--- config.mk ---
export PLATFORM = sky130hd
export DESIGN_NAME = wishbone_skid_fifo_flat
export DESIGN_NICKNAME = d
export VERILOG_FILES = /design/src/rtl/wishbone_skid_fifo_pkg.sv /design/src/rtl/wishbone_skid_fifo_if.sv /design/src/rtl/wishbone_sync_fifo.sv /design/src/rtl/wishbone_skid_fifo.sv /design/src/flat_wrapper.sv
export SDC_FILE = /design/constraint.sdc
export NUM_CORES = 1
export LEC_CHECK = 0
export ABC_AREA = 1
export CORE_UTILIZATION = 44
export CTS_BUF_LIST = sky130_fd_sc_hd__clkbuf_8 sky130_fd_sc_hd__clkbuf_16
export DETAILED_ROUTE_END_ITERATION = 8
export GPL_TIMING_DRIVEN = 0
export PLACE_DENSITY = 0.7
export SLEW_MARGIN = 20
export SYNTH_ARGS = -nofsm -noshare
export SYNTH_HDL_FRONTEND = slang
export SYNTH_SLANG_ARGS = --single-unit
--- constraint.sdc ---
create_clock -name clk -period 4.6 [get_ports clk]
set_clock_uncertainty 0.05 [all_clocks]
set_input_delay 0.69 -clock clk [delete_from_list [all_inputs] [get_ports clk]]
set_output_delay 0.69 -clock clk [all_outputs]
set_load 0.03 [all_outputs]
--- src/rtl/wishbone_skid_fifo_pkg.sv ---
// rtl/wishbone_skid_fifo_pkg.sv - shared types and width helpers for the Wishbone skid FIFO
package wishbone_skid_fifo_pkg;

    typedef enum logic [2:0] {
        CTI_CLASSIC = 3'b000,
        CTI_CONST   = 3'b001,
        CTI_INCR    = 3'b010,
        CTI_EOB     = 3'b111
    } cti_t;

    typedef enum logic [1:0] {
        BTE_LINEAR = 2'b00,
        BTE_WRAP4  = 2'b01,
        BTE_WRAP8  = 2'b10,
        BTE_WRAP16 = 2'b11
    } bte_t;

    localparam int DEF_ADDR_W = 16;
    localparam int DEF_DATA_W = 32;
    localparam int DEF_SEL_W  = 4;

    // Field order of a stored request, MSB first; the top packs vectors in this same order.
    typedef struct packed {
        logic                  we;
        logic [DEF_ADDR_W-1:0] adr;
        logic [DEF_DATA_W-1:0] dat;
        logic [DEF_SEL_W-1:0]  sel;
    } wb_req_t;

    function automatic int req_width(input int addr_w, input int data_w, input int sel_w);
        return 1 + addr_w + data_w + sel_w;
    endfunction

    // One extra pointer bit distinguishes full from empty.
    function automatic int ptr_width(input int depth);
        return $clog2(depth) + 1;
    endfunction

endpackage

--- src/rtl/wishbone_skid_fifo_if.sv ---
// rtl/wishbone_skid_fifo_if.sv - pipelined Wishbone bus bundle with master/slave views
interface wishbone_skid_fifo_if #(
    parameter int ADDR_W = 16,
    parameter int DATA_W = 32,
    parameter int SEL_W  = 4
);
    logic              cyc;
    logic              stb;
    logic              we;
    logic [ADDR_W-1:0] adr;
    logic [DATA_W-1:0] dat_w;
    logic [SEL_W-1:0]  sel;
    logic              stall;
    logic              ack;
    logic              err;
    logic [DATA_W-1:0] dat_r;

    modport master (
        output cyc, stb, we, adr, dat_w, sel,
        input  stall, ack, err, dat_r
    );

    modport slave (
        input  cyc, stb, we, adr, dat_w, sel,
        output stall, ack, err, dat_r
    );
endinterface

--- src/rtl/wishbone_sync_fifo.sv ---
// rtl/wishbone_sync_fifo.sv - generic DEPTH x W synchronous FIFO with flush
module wishbone_sync_fifo
    import wishbone_skid_fifo_pkg::*;
#(
    parameter  int DEPTH = 4,
    parameter  int W     = 53,
    localparam int PW    = ptr_width(DEPTH)
) (
    input  logic          clk,
    input  logic          rst_n,
    input  logic          push,
    input  logic          pop,
    input  logic          flush,
    input  logic [W-1:0]  wdata,
    output logic [W-1:0]  rdata,
    output logic          full,
    output logic          empty,
    output logic [PW-1:0] level
);
    localparam int AW = PW - 1;

    logic [W-1:0]  mem_q [DEPTH];
    logic [PW-1:0] wr_ptr_q, wr_ptr_d;
    logic [PW-1:0] rd_ptr_q, rd_ptr_d;
    logic          do_push;
    logic          do_pop;

    assign level = wr_ptr_q - rd_ptr_q;
    assign full  = (level == PW'(DEPTH));
    assign empty = (wr_ptr_q == rd_ptr_q);
    assign rdata = mem_q[rd_ptr_q[AW-1:0]];

    assign do_push = push & ~full;
    assign do_pop  = pop & ~empty;

    always_comb begin
        wr_ptr_d = wr_ptr_q;
        rd_ptr_d = rd_ptr_q;
        if (flush) begin
            wr_ptr_d = '0;
            rd_ptr_d = '0;
        end else begin
            if (do_push) wr_ptr_d = wr_ptr_q + PW'(1);
            if (do_pop)  rd_ptr_d = rd_ptr_q + PW'(1);
        end
    end

    always_ff @(posedge clk or negedge rst_n) begin
        if (!rst_n) begin
            wr_ptr_q <= '0;
            rd_ptr_q <= '0;
        end else begin
            wr_ptr_q <= wr_ptr_d;
            rd_ptr_q <= rd_ptr_d;
        end
    end

    // Storage carries no reset; only the pointers define validity.
    always_ff @(posedge clk) begin
        if (do_push) mem_q[wr_ptr_q[AW-1:0]] <= wdata;
    end

endmodule

--- src/rtl/wishbone_skid_fifo.sv ---
// rtl/wishbone_skid_fifo.sv - Wishbone B4 pipelined request buffer with registered initiator stall
// Optional target-side output register stage: define WB_SKID_FIFO_OREG_EN.
module wishbone_skid_fifo
    import wishbone_skid_fifo_pkg::*;
#(
    parameter  int ADDR_W    = 16,
    parameter  int DATA_W    = 32,
    parameter  int GRAN      = 8,
    parameter  int DEPTH     = 4,
    parameter  int MAX_OUTST = 4,
    localparam int SEL_W     = DATA_W / GRAN,
    localparam int LVL_W     = $clog2(DEPTH) + 1
) (
    input  logic                 clk,
    input  logic                 rst_n,
    wishbone_skid_fifo_if.slave  i_bus,
    wishbone_skid_fifo_if.master t_bus,
    output logic [LVL_W-1:0]     level
);
    localparam int REQ_W = req_width(ADDR_W, DATA_W, SEL_W);
    localparam int OW    = $clog2(MAX_OUTST + 1);
`ifdef WB_SKID_FIFO_OREG_EN
    localparam int CAP   = DEPTH + 1;
`else
    localparam int CAP   = DEPTH;
`endif

    logic             stall_q, stall_d;
    logic [OW-1:0]    outst_q, outst_d;
    logic [LVL_W-1:0] level_d;

    logic             flush;
    logic             push;
    logic             issue;
    logic             resp;
    logic             room;
    logic             req_avail;
    logic             t_stb_w;
    logic [REQ_W-1:0] push_req;
    logic [REQ_W-1:0] head_req;
    logic [REQ_W-1:0] out_req;

    logic             fifo_pop;
    logic             fifo_full;
    logic             fifo_empty;
    logic [LVL_W-1:0] fifo_level;

    assign flush    = ~i_bus.cyc;
    assign push     = i_bus.cyc & i_bus.stb & ~stall_q & ~fifo_full;
    assign push_req = {i_bus.we, i_bus.adr, i_bus.dat_w, i_bus.sel};
    assign room     = (outst_q < OW'(MAX_OUTST));
    assign resp     = (t_bus.ack | t_bus.err) & (outst_q != '0);
    assign t_stb_w  = i_bus.cyc & req_avail & room;
    assign issue    = t_stb_w & ~t_bus.stall;

    wishbone_sync_fifo #(
        .DEPTH (DEPTH),
        .W     (REQ_W)
    ) u_fifo (
        .clk   (clk),
        .rst_n (rst_n),
        .push  (push),
        .pop   (fifo_pop),
        .flush (flush),
        .wdata (push_req),
        .rdata (head_req),
        .full  (fifo_full),
        .empty (fifo_empty),
        .level (fifo_level)
    );

`ifdef WB_SKID_FIFO_OREG_EN
    logic             oreg_vld_q, oreg_vld_d;
    logic [REQ_W-1:0] oreg_q, oreg_d;
    logic             load;

    // Refill only when the stage is free or its entry leaves this cycle.
    assign load      = i_bus.cyc & ~fifo_empty & (~oreg_vld_q | issue);
    assign fifo_pop  = load;
    assign req_avail = oreg_vld_q;
    assign out_req   = oreg_q;
    assign level     = fifo_level + LVL_W'(oreg_vld_q);

    always_comb begin
        oreg_vld_d = oreg_vld_q;
        oreg_d     = oreg_q;
        if (flush) begin
            oreg_vld_d = 1'b0;
            oreg_d     = '0;
        end else if (load) begin
            oreg_vld_d = 1'b1;
            oreg_d     = head_req;
        end else if (issue) begin
            oreg_vld_d = 1'b0;
            oreg_d     = '0;
        end
    end

    always_ff @(posedge clk or negedge rst_n) begin
        if (!rst_n) begin
            oreg_vld_q <= 1'b0;
            oreg_q     <= '0;
        end else begin
            oreg_vld_q <= oreg_vld_d;
            oreg_q     <= oreg_d;
        end
    end
`else
    assign fifo_pop  = issue;
    assign req_avail = ~fifo_empty;
    assign out_req   = head_req;
    assign level     = fifo_level;
`endif

    always_comb begin
        level_d = level + LVL_W'(push) - LVL_W'(issue);
        stall_d = flush ? 1'b0 : (level_d == LVL_W'(CAP));
    end

    // Issue and response in the same cycle cancel out.
    always_comb begin
        outst_d = outst_q;
        if (flush) begin
            outst_d = '0;
        end else if (issue && !resp) begin
            outst_d = outst_q + OW'(1);
        end else if (resp && !issue) begin
            outst_d = outst_q - OW'(1);
        end
    end

    always_ff @(posedge clk or negedge rst_n) begin
        if (!rst_n) begin
            stall_q <= 1'b0;
            outst_q <= '0;
        end else begin
            stall_q <= stall_d;
            outst_q <= outst_d;
        end
    end

    assign t_bus.cyc = i_bus.cyc & ((level != '0) | (outst_q != '0) | i_bus.stb);
    assign t_bus.stb = t_stb_w;
    assign {t_bus.we, t_bus.adr, t_bus.dat_w, t_bus.sel} = t_stb_w ? out_req : '0;

    assign i_bus.stall = stall_q;
    assign i_bus.ack   = t_bus.ack & i_bus.cyc & (outst_q != '0);
    assign i_bus.err   = t_bus.err & i_bus.cyc & (outst_q != '0);
    assign i_bus.dat_r = t_bus.dat_r;

endmodule
--- src/flat_wrapper.sv ---
// flat-port wrapper written by rule: the top's interface ports become plain ports
module wishbone_skid_fifo_flat import wishbone_skid_fifo_pkg::*;
#(
    parameter  int ADDR_W    = 16,
    parameter  int DATA_W    = 32,
    parameter  int GRAN      = 8,
    parameter  int DEPTH     = 4,
    parameter  int MAX_OUTST = 4,
    localparam int SEL_W     = DATA_W / GRAN,
    localparam int LVL_W     = $clog2(DEPTH) + 1
)
  (clk, rst_n, level, i_bus_cyc, i_bus_stb, i_bus_we, i_bus_adr, i_bus_dat_w, i_bus_sel, i_bus_stall, i_bus_ack, i_bus_err, i_bus_dat_r, t_bus_cyc, t_bus_stb, t_bus_we, t_bus_adr, t_bus_dat_w, t_bus_sel, t_bus_stall, t_bus_ack, t_bus_err, t_bus_dat_r);
  wishbone_skid_fifo_if #(.ADDR_W(ADDR_W), .DATA_W(DATA_W)) i_bus_i ();
  wishbone_skid_fifo_if #(.ADDR_W(ADDR_W), .DATA_W(DATA_W)) t_bus_i ();
  input  logic clk;
  input  logic rst_n;
  output logic [LVL_W-1:0] level;
  input wire logic [$bits(i_bus_i.cyc)-1:0] i_bus_cyc;
  input wire logic [$bits(i_bus_i.stb)-1:0] i_bus_stb;
  input wire logic [$bits(i_bus_i.we)-1:0] i_bus_we;
  input wire logic [$bits(i_bus_i.adr)-1:0] i_bus_adr;
  input wire logic [$bits(i_bus_i.dat_w)-1:0] i_bus_dat_w;
  input wire logic [$bits(i_bus_i.sel)-1:0] i_bus_sel;
  output wire logic [$bits(i_bus_i.stall)-1:0] i_bus_stall;
  output wire logic [$bits(i_bus_i.ack)-1:0] i_bus_ack;
  output wire logic [$bits(i_bus_i.err)-1:0] i_bus_err;
  output wire logic [$bits(i_bus_i.dat_r)-1:0] i_bus_dat_r;
  output wire logic [$bits(t_bus_i.cyc)-1:0] t_bus_cyc;
  output wire logic [$bits(t_bus_i.stb)-1:0] t_bus_stb;
  output wire logic [$bits(t_bus_i.we)-1:0] t_bus_we;
  output wire logic [$bits(t_bus_i.adr)-1:0] t_bus_adr;
  output wire logic [$bits(t_bus_i.dat_w)-1:0] t_bus_dat_w;
  output wire logic [$bits(t_bus_i.sel)-1:0] t_bus_sel;
  input wire logic [$bits(t_bus_i.stall)-1:0] t_bus_stall;
  input wire logic [$bits(t_bus_i.ack)-1:0] t_bus_ack;
  input wire logic [$bits(t_bus_i.err)-1:0] t_bus_err;
  input wire logic [$bits(t_bus_i.dat_r)-1:0] t_bus_dat_r;
  assign i_bus_i.cyc = i_bus_cyc;
  assign i_bus_i.stb = i_bus_stb;
  assign i_bus_i.we = i_bus_we;
  assign i_bus_i.adr = i_bus_adr;
  assign i_bus_i.dat_w = i_bus_dat_w;
  assign i_bus_i.sel = i_bus_sel;
  assign i_bus_stall = i_bus_i.stall;
  assign i_bus_ack = i_bus_i.ack;
  assign i_bus_err = i_bus_i.err;
  assign i_bus_dat_r = i_bus_i.dat_r;
  assign t_bus_cyc = t_bus_i.cyc;
  assign t_bus_stb = t_bus_i.stb;
  assign t_bus_we = t_bus_i.we;
  assign t_bus_adr = t_bus_i.adr;
  assign t_bus_dat_w = t_bus_i.dat_w;
  assign t_bus_sel = t_bus_i.sel;
  assign t_bus_i.stall = t_bus_stall;
  assign t_bus_i.ack = t_bus_ack;
  assign t_bus_i.err = t_bus_err;
  assign t_bus_i.dat_r = t_bus_dat_r;
  wishbone_skid_fifo #(.ADDR_W(ADDR_W), .DATA_W(DATA_W), .GRAN(GRAN), .DEPTH(DEPTH), .MAX_OUTST(MAX_OUTST)) u_core (.clk(clk), .rst_n(rst_n), .i_bus(i_bus_i), .t_bus(t_bus_i), .level(level));
endmodule
# Word level (Yosys, flattened, before mapping)

Memories as Yosys holds them, arrays and structs flattened.
Index checks and enable logic that the tools add are counted.

Add/sub/neg operators: 7
Order comparisons: 1
Equal/unequal tests: 6
Multiplexer cells: 11
Bitwise logic cells: 21
Reduce and logical (&&, ||, !) cells: 6

Operators by type and width:

| operator            | count |
|---|---|
| $mux 53             | 1 |
| $mux 3              | 7 |
| $and 1x1->1         | 14 |
| $add 3x1->3 const B | 3 |
| $eq 3x3->1 const B  | 2 |
| $reduce_bool 3->1   | 2 |
| $ne 2x1->1 const B  | 2 |
| $not 1->1           | 4 |
| $add 3x1->3         | 1 |
| $eq 3x3->1          | 1 |
| $lt 3x3->1 const B  | 1 |
| $mux 1              | 3 |
| $ne 3x1->1 const B  | 1 |
| $or 1x1->1          | 3 |
| $sub 3x1->3         | 1 |
| $sub 3x1->3 const B | 1 |
| $sub 3x3->3         | 1 |
| $logic_and 1x1->1   | 2 |
| $logic_not 1->1     | 2 |

Flip-flop bits (word level): 10
RAM bits: 212
Bits of input ports: 92
Output and inout bits: 93
Word-level logic and storage cells: 57
Memories: 1

Memory list:

| name                | depth | width | read ports | clocked after Yosys merged registers in | write ports | RTL line                 | RTL |
|---|---|---|---|---|---|---|---|
| u_core.u_fifo.mem_q | 4     | 53    | 1          | 0                                       | 1           | wishbone_sync_fifo.sv:22 | `logic [W-1:0] mem_q [DEPTH];` |

# Logic depth before layout (Yosys ltp)

Word-level depth: 10
Gate-level depth with buffers: 17

# Modules after synthesis

From an unflattened synthesis, not the netlist that was laid out.

Cell total of the unflattened synthesis: 782
Area total of the unflattened synthesis: 9,416.5 um^2

Modules (own cells, without submodules):

| module             | times used | cells an instance | area an instance (um^2) |
|---|---|---|---|
| wishbone_sync_fifo | 1          | 580               | 8,351.8 |
| wishbone_skid_fifo | 1          | 202               | 1,064.8 |

# Least setup slack after synthesis

OpenSTA, ideal clock, no wires.

Kind: reg-to-reg
Start point: register u_core.u_fifo.wr_ptr_q[0]
End point: memory u_core.u_fifo.mem_q[0][0] (enable)
Setup time: 464 ps
Arrival time: 3,847 ps
Required time: 4,086 ps
Setup slack: 239 ps
Cell stages (with the launch flop): 8
Clock period less this slack: 4,361 ps
Cell sequence: dfrtp_1 > inv_1 > ha_1 > fa_1 > xnor2_2 > nand2_2 > nand2_4 > nor2_1

Cells in the longest elaborated chain, start to end: 7

Ends and longest elaborated chain:

| what                             | RTL line                                           | RTL |
|---|---|---|
| start, declared                  | wishbone_sync_fifo.sv:23                           | `logic [PW-1:0] wr_ptr_q, wr_ptr_d;` |
| start signal, assigned           | wishbone_sync_fifo.sv:53                           | `wr_ptr_q <= wr_ptr_d;` |
| $sub 3x3->3 (*)                  | wishbone_sync_fifo.sv:28                           | `assign level = wr_ptr_q - rd_ptr_q;` |
| via level[2]                     | flat_wrapper.sv:17                                 | `output logic [LVL_W-1:0] level;` |
| $eq 3x3->1 (*)                   | wishbone_sync_fifo.sv:29                           | `assign full = (level == PW'(DEPTH));` |
| $not 1->1 (*)                    | wishbone_sync_fifo.sv:33, wishbone_skid_fifo.sv:49 |  |
| $and 1x1->1                      | wishbone_skid_fifo.sv:49                           | `assign push = i_bus.cyc & i_bus.stb & ~stall_q & ~fifo_full;` |
| $and 1x1->1 (*)                  | wishbone_sync_fifo.sv:33                           | `assign do_push = push & ~full;` |
| $mux 1 (*)                       | wishbone_sync_fifo.sv:60                           | `if (do_push) mem_q[wr_ptr_q[AW-1:0]] <= wdata;` |
| $mux 1 (implied by the code) (*) | wishbone_sync_fifo.sv:60                           |  |
| end, declared                    | wishbone_sync_fifo.sv:22                           |  |

Mark *: on every way through the listed nets, which the timed path passes. The rest lies on a longest branch.

# Final worst setup path

Start point: register u_core.u_fifo.rd_ptr_q[1]
End point: output port t_bus_dat_w[9]

Cells in the longest elaborated chain, start to end: 5

Ends and longest elaborated chain:

| what                      | RTL line                  | RTL |
|---|---|---|
| start, declared           | wishbone_sync_fifo.sv:24  | `logic [PW-1:0] rd_ptr_q, rd_ptr_d;` |
| start signal, assigned    | wishbone_sync_fifo.sv:54  | `rd_ptr_q <= rd_ptr_d;` |
| $eq 3x3->1                | wishbone_sync_fifo.sv:30  | `assign empty = (wr_ptr_q == rd_ptr_q);` |
| $not 1->1                 | wishbone_skid_fifo.sv:110 | `assign req_avail = ~fifo_empty;` |
| $and 1x1->1 (2 in series) | wishbone_skid_fifo.sv:53  | `assign t_stb_w = i_bus.cyc & req_avail & room;` |
| $mux 53 (*)               | wishbone_skid_fifo.sv:144 | `assign {t_bus.we, t_bus.adr, t_bus.dat_w, t_bus.sel} = t_stb_w ? out_req : '0;` |
| end, declared             | flat_wrapper.sv:32        | `output wire logic [$bits(t_bus_i.dat_w)-1:0] t_bus_dat_w;` |

Mark *: on every way between the ends. The rest lies on a longest branch, timed or not.

==> results_tabular.tex <==
\begin{tabular}{lr}
\hline
Metric & Value \\
\hline
\multicolumn{2}{l}{\textbf{Yosys}} \\
Cell type contributing the most total cell area after synthesis & edfxtp\_1 \\
Post-synth EDFFs & 212 \\
Syn\_area\_per\_cell & 12.03 um\^{}2 \\
Asr flop ratio synth & 4.505\% \\
Post-synthesis sequential element count & 222 \\
Yosys Warn Count & 0 \\
Ranking of synthesized cells by area & edfxtp\_1 69\%, nor2\_1 9.0\%, o21ai\_0 5.8\% \\
Net count of the mapped netlist & 876 \\
Area fraction of the dominant cell type after synthesis & 68.55\% \\
Post-Synthesis Cell Area & 0.009286 mm\^{}2 \\
Unique cell type count in the Yosys netlist & 31 \\
Part of the Yosys area used for sequential elements & 71.25\% \\
Prevailing post-synth register cell & edfxtp\_1 \\
Post-Synthesis Cells & 772 \\
\multicolumn{2}{l}{\textbf{Setup path}} \\
Largest fanout of any net on the critical path & 10 \\
Launching element type of the critical path & register \\
Setup slack of the worst register-to-register path & 1.30 ns \\
Crit path required time & 3.86 ns \\
Launching instance or port of the critical path & u\_core.u\_fifo.rd\_ptr\_q[1] \\
Worst r2r src & u\_core.u\_fifo.rd\_ptr\_q[1] \\
Worst R2R Path Depth & 17 \\
Critical Path End Type & primary output \\
RR Endpoint & u\_core.i\_bus.stall \\
Worst setup path category & reg2out \\
CP arrival & 3.53 ns \\
\multicolumn{2}{l}{\textbf{Drt}} \\
Remaining DRCs & 0 \\
Detailed-router iteration count before antenna repair & 4 \\
Detail-routed via count per cell & 5.104 \\
Detailed-route wire length per cell & 17.03 um \\
DRT iter0 DRCs & 338 \\
Antenna-violating nets left & 0 \\
Total wire length after detailed routing & 21110 um \\
Total via count in the routed design & 6324 \\
\multicolumn{2}{l}{\textbf{Global routing}} \\
Initial antenna violation count & 0 \\
Total gr overflow & 0 \\
Wire length of the first global-routing pass & 32400 um \\
Overall global routing resource usage & 19.40\% \\
Largest net degree at the start of global routing & 24 \\
Vias in the first global route & 6181 \\
\multicolumn{2}{l}{\textbf{Floorplanning}} \\
Core Area & 0.02043 mm\^{}2 \\
Horiz. Die Dim & 147.3 um \\
Initial Util & 45.46\% \\
Overall die area & 0.02169 mm\^{}2 \\
Height of the chip & 147.3 um \\
Standard-cell row count & 52 \\
Number of placed I/O pins & 185 \\
\multicolumn{2}{l}{\textbf{Clock tree}} \\
Clock tree root driver cell & clkbuf\_16 \\
Max Buffers Root-to-Sink & 3 \\
CTS H-tree lvls & 1 \\
Number of CTS-inserted buffers & 23 \\
Post-cts resize count & 0 \\
Setup bufs post-CTS & 0 \\
Hold\_buf cts & 0 \\
\# clock sinks & 222 \\
CTS clock-pin slew for the worst setup and hold paths & 0.06 ns \\
Clock latency reported for the late side of the worst-skew pair & 0.49 ns \\
CTS tree & yes \\
\multicolumn{2}{l}{\textbf{Finish}} \\
Sequential Area & 0.006616 mm\^{}2 \\
Fraction of layout instances using a drive strength above 1 & 11.76\% \\
Commonest cells after routing, fill and taps aside & 218 x nor2\_1, 212 x edfxtp\_1, 152 x clkdlybuf4s50\_1 \\
Inserted Diodes & 0 \\
Most common library cell in the layout ignoring fill and taps & nor2\_1 \\
Number of fillers in the final layout & 1670 \\
Number of nets in the layout & 1061 \\
Final standard cell utilization of the core & 58.70\% \\
Relative area change from synthesis to final layout & 29.14\% \\
Multi-input gate area & 0.002158 mm\^{}2 \\
\multicolumn{2}{l}{\textbf{Timing}} \\
Hold Violations, Final & 0 \\
RSZ-0062 raised after global routing & false \\
Min Clock Period, post-route & 4.267 ns \\
Count of final max-slew check failures & 0 \\
Setup TNS & 0 ns \\
Share of the clock period used by the worst path after layout & 92.76\% \\
Slew at the pin closest to its max-slew limit & 0.5839 ns \\
Slew margin rel. & 60.98\% \\
Final Setup Violations & 0 \\
Maximum achievable frequency & 234.4 MHz \\
Final setup slack of the worst path & 0.3330 ns \\
\multicolumn{2}{l}{\textbf{Placed design}} \\
Count of port buffers added during placement & 152 \\
Dpl ws & 0.7968 ns \\
Weighted congestion at the end of routability-driven global placement & 0.7607 \\
HPWL reported at the end of detailed placement & 13690 um \\
\multicolumn{2}{l}{\textbf{Power and ir drop}} \\
Final total power & 5.647 mW \\
Cell area power density & 470.8 mW/mm\^{}2 \\
Peak supply drop & 0.3565 mV \\
Leakage power total & 4.320 nW \\
\multicolumn{2}{l}{\textbf{Run status}} \\
Status & finished, final reports clean \\
\multicolumn{2}{l}{\textbf{Worst hold path}} \\
Hold crit path type & in2async \\
\multicolumn{2}{l}{\textbf{Flow run}} \\
Max Cap Viol & 0 \\
\hline
\end{tabular}
==> synth_stat cells, types with 3 or more instances <==
| library cell | count |
|---|---|
| ha_1 | 9 |
| inv_1 | 25 |
| o21ai_0 | 108 |
| nand2_1 | 23 |
| buf_2 | 18 |
| nor2_1 | 222 |
| fa_1 | 3 |
| inv_2 | 4 |
| buf_4 | 37 |
| nand3_1 | 7 |
| clkbuf_1 | 15 |
| dfrtp_1 | 10 |
| edfxtp_1 | 212 |
| xor2_1 | 3 |
| nand2_2 | 4 |
| a21oi_1 | 54 |
==> worst max-delay path, stage by stage (launching register included) <==
cell and delay [ns]:
dfrtp_1 0.41, buf_2 0.23, inv_2 0.20, buf_2 0.29
ha_1 0.27, nand2_1 0.06, inv_1 0.05, nand3_2 0.09
nand2_2 0.19, buf_2 0.27, a21oi_1 0.21, clkdlybuf4s50_1 0.74
==> per-layer routing <==
layer / global-route usage [%] / up-vias / share of wire [%]
li1: - / 3018 / -
met1: 25.03 / 3024 / 42
met2: 33.00 / 245 / 48
met3: 4.410 / 37 / 8.0
met4: 5.103 / 0 / 2.2
met5: 0 / - / 0
==> report_power, final <==
part	leakage, nW	total (mW)	internal [mW]	switching (mW)
Sequential	2.06	2.41	2.37	0.0365
Clock	0.332	1.62	0.904	0.714
Combinational	1.93	1.62	0.586	1.03
Total	4.32	5.65	3.86	1.78
==> metrics by stage <==
stage	std cells	cell area [um^2]	hold slack, ns
global placement	1194	11150	0.4804
CTS	1239	11990	0.4909
detailed placement	1202	11340	0.4937
global route	1239	11990	0.5095
floorplan	772	9286	0.3444
finish	1239	11990	0.4782
==> state kept, by name, summed over array words and instances (netlist names) <==
name                    flops
u_core.u_fifo.mem_q       212
u_core.outst_q              3
u_core.u_fifo.rd_ptr_q      3
u_core.u_fifo.wr_ptr_q      3
u_core.i_bus.stall          1
==> cell families after synthesis <==
logic type	Yosys count	synth area share (%)
AO/OA/AOI/OAI	168	9.216
XOR/XNOR	5	0.5525
adder cells (fa/ha/maj)	12	1.859
buffers and inverters	101	5.834
flip-flops	222	71.25
AND/OR/NAND/NOR	264	11.29
==> worst max path at each step <==
stage               slack, ns  depth (start not counted)                          to
floorplan                0.24                          7   u_core.u_fifo.mem_q[0][0]
global placement        -1.68                          5  u_core.u_fifo.mem_q[3][27]
detailed placement       0.80                         11             t_bus_dat_w[17]
CTS                      0.26                         11             t_bus_dat_w[17]
global route             0.15                         11              t_bus_dat_w[9]
finish                   0.33                         11              t_bus_dat_w[9]
==> final cells by class <==
| class | instances | area share [%] |
|---|---|---|
| sequential | 222 | 55.17 |
| multi-input combinational | 449 | 18.00 |
| timing repair buffer | 160 | 14.08 |
| clock buffer | 23 | 4.799 |
| buffer | 72 | 3.610 |
| tap | 270 | 2.817 |
| inverter | 29 | 0.9077 |
| clock inverter | 14 | 0.6155 |
Power figures use the tool's default switching activity.
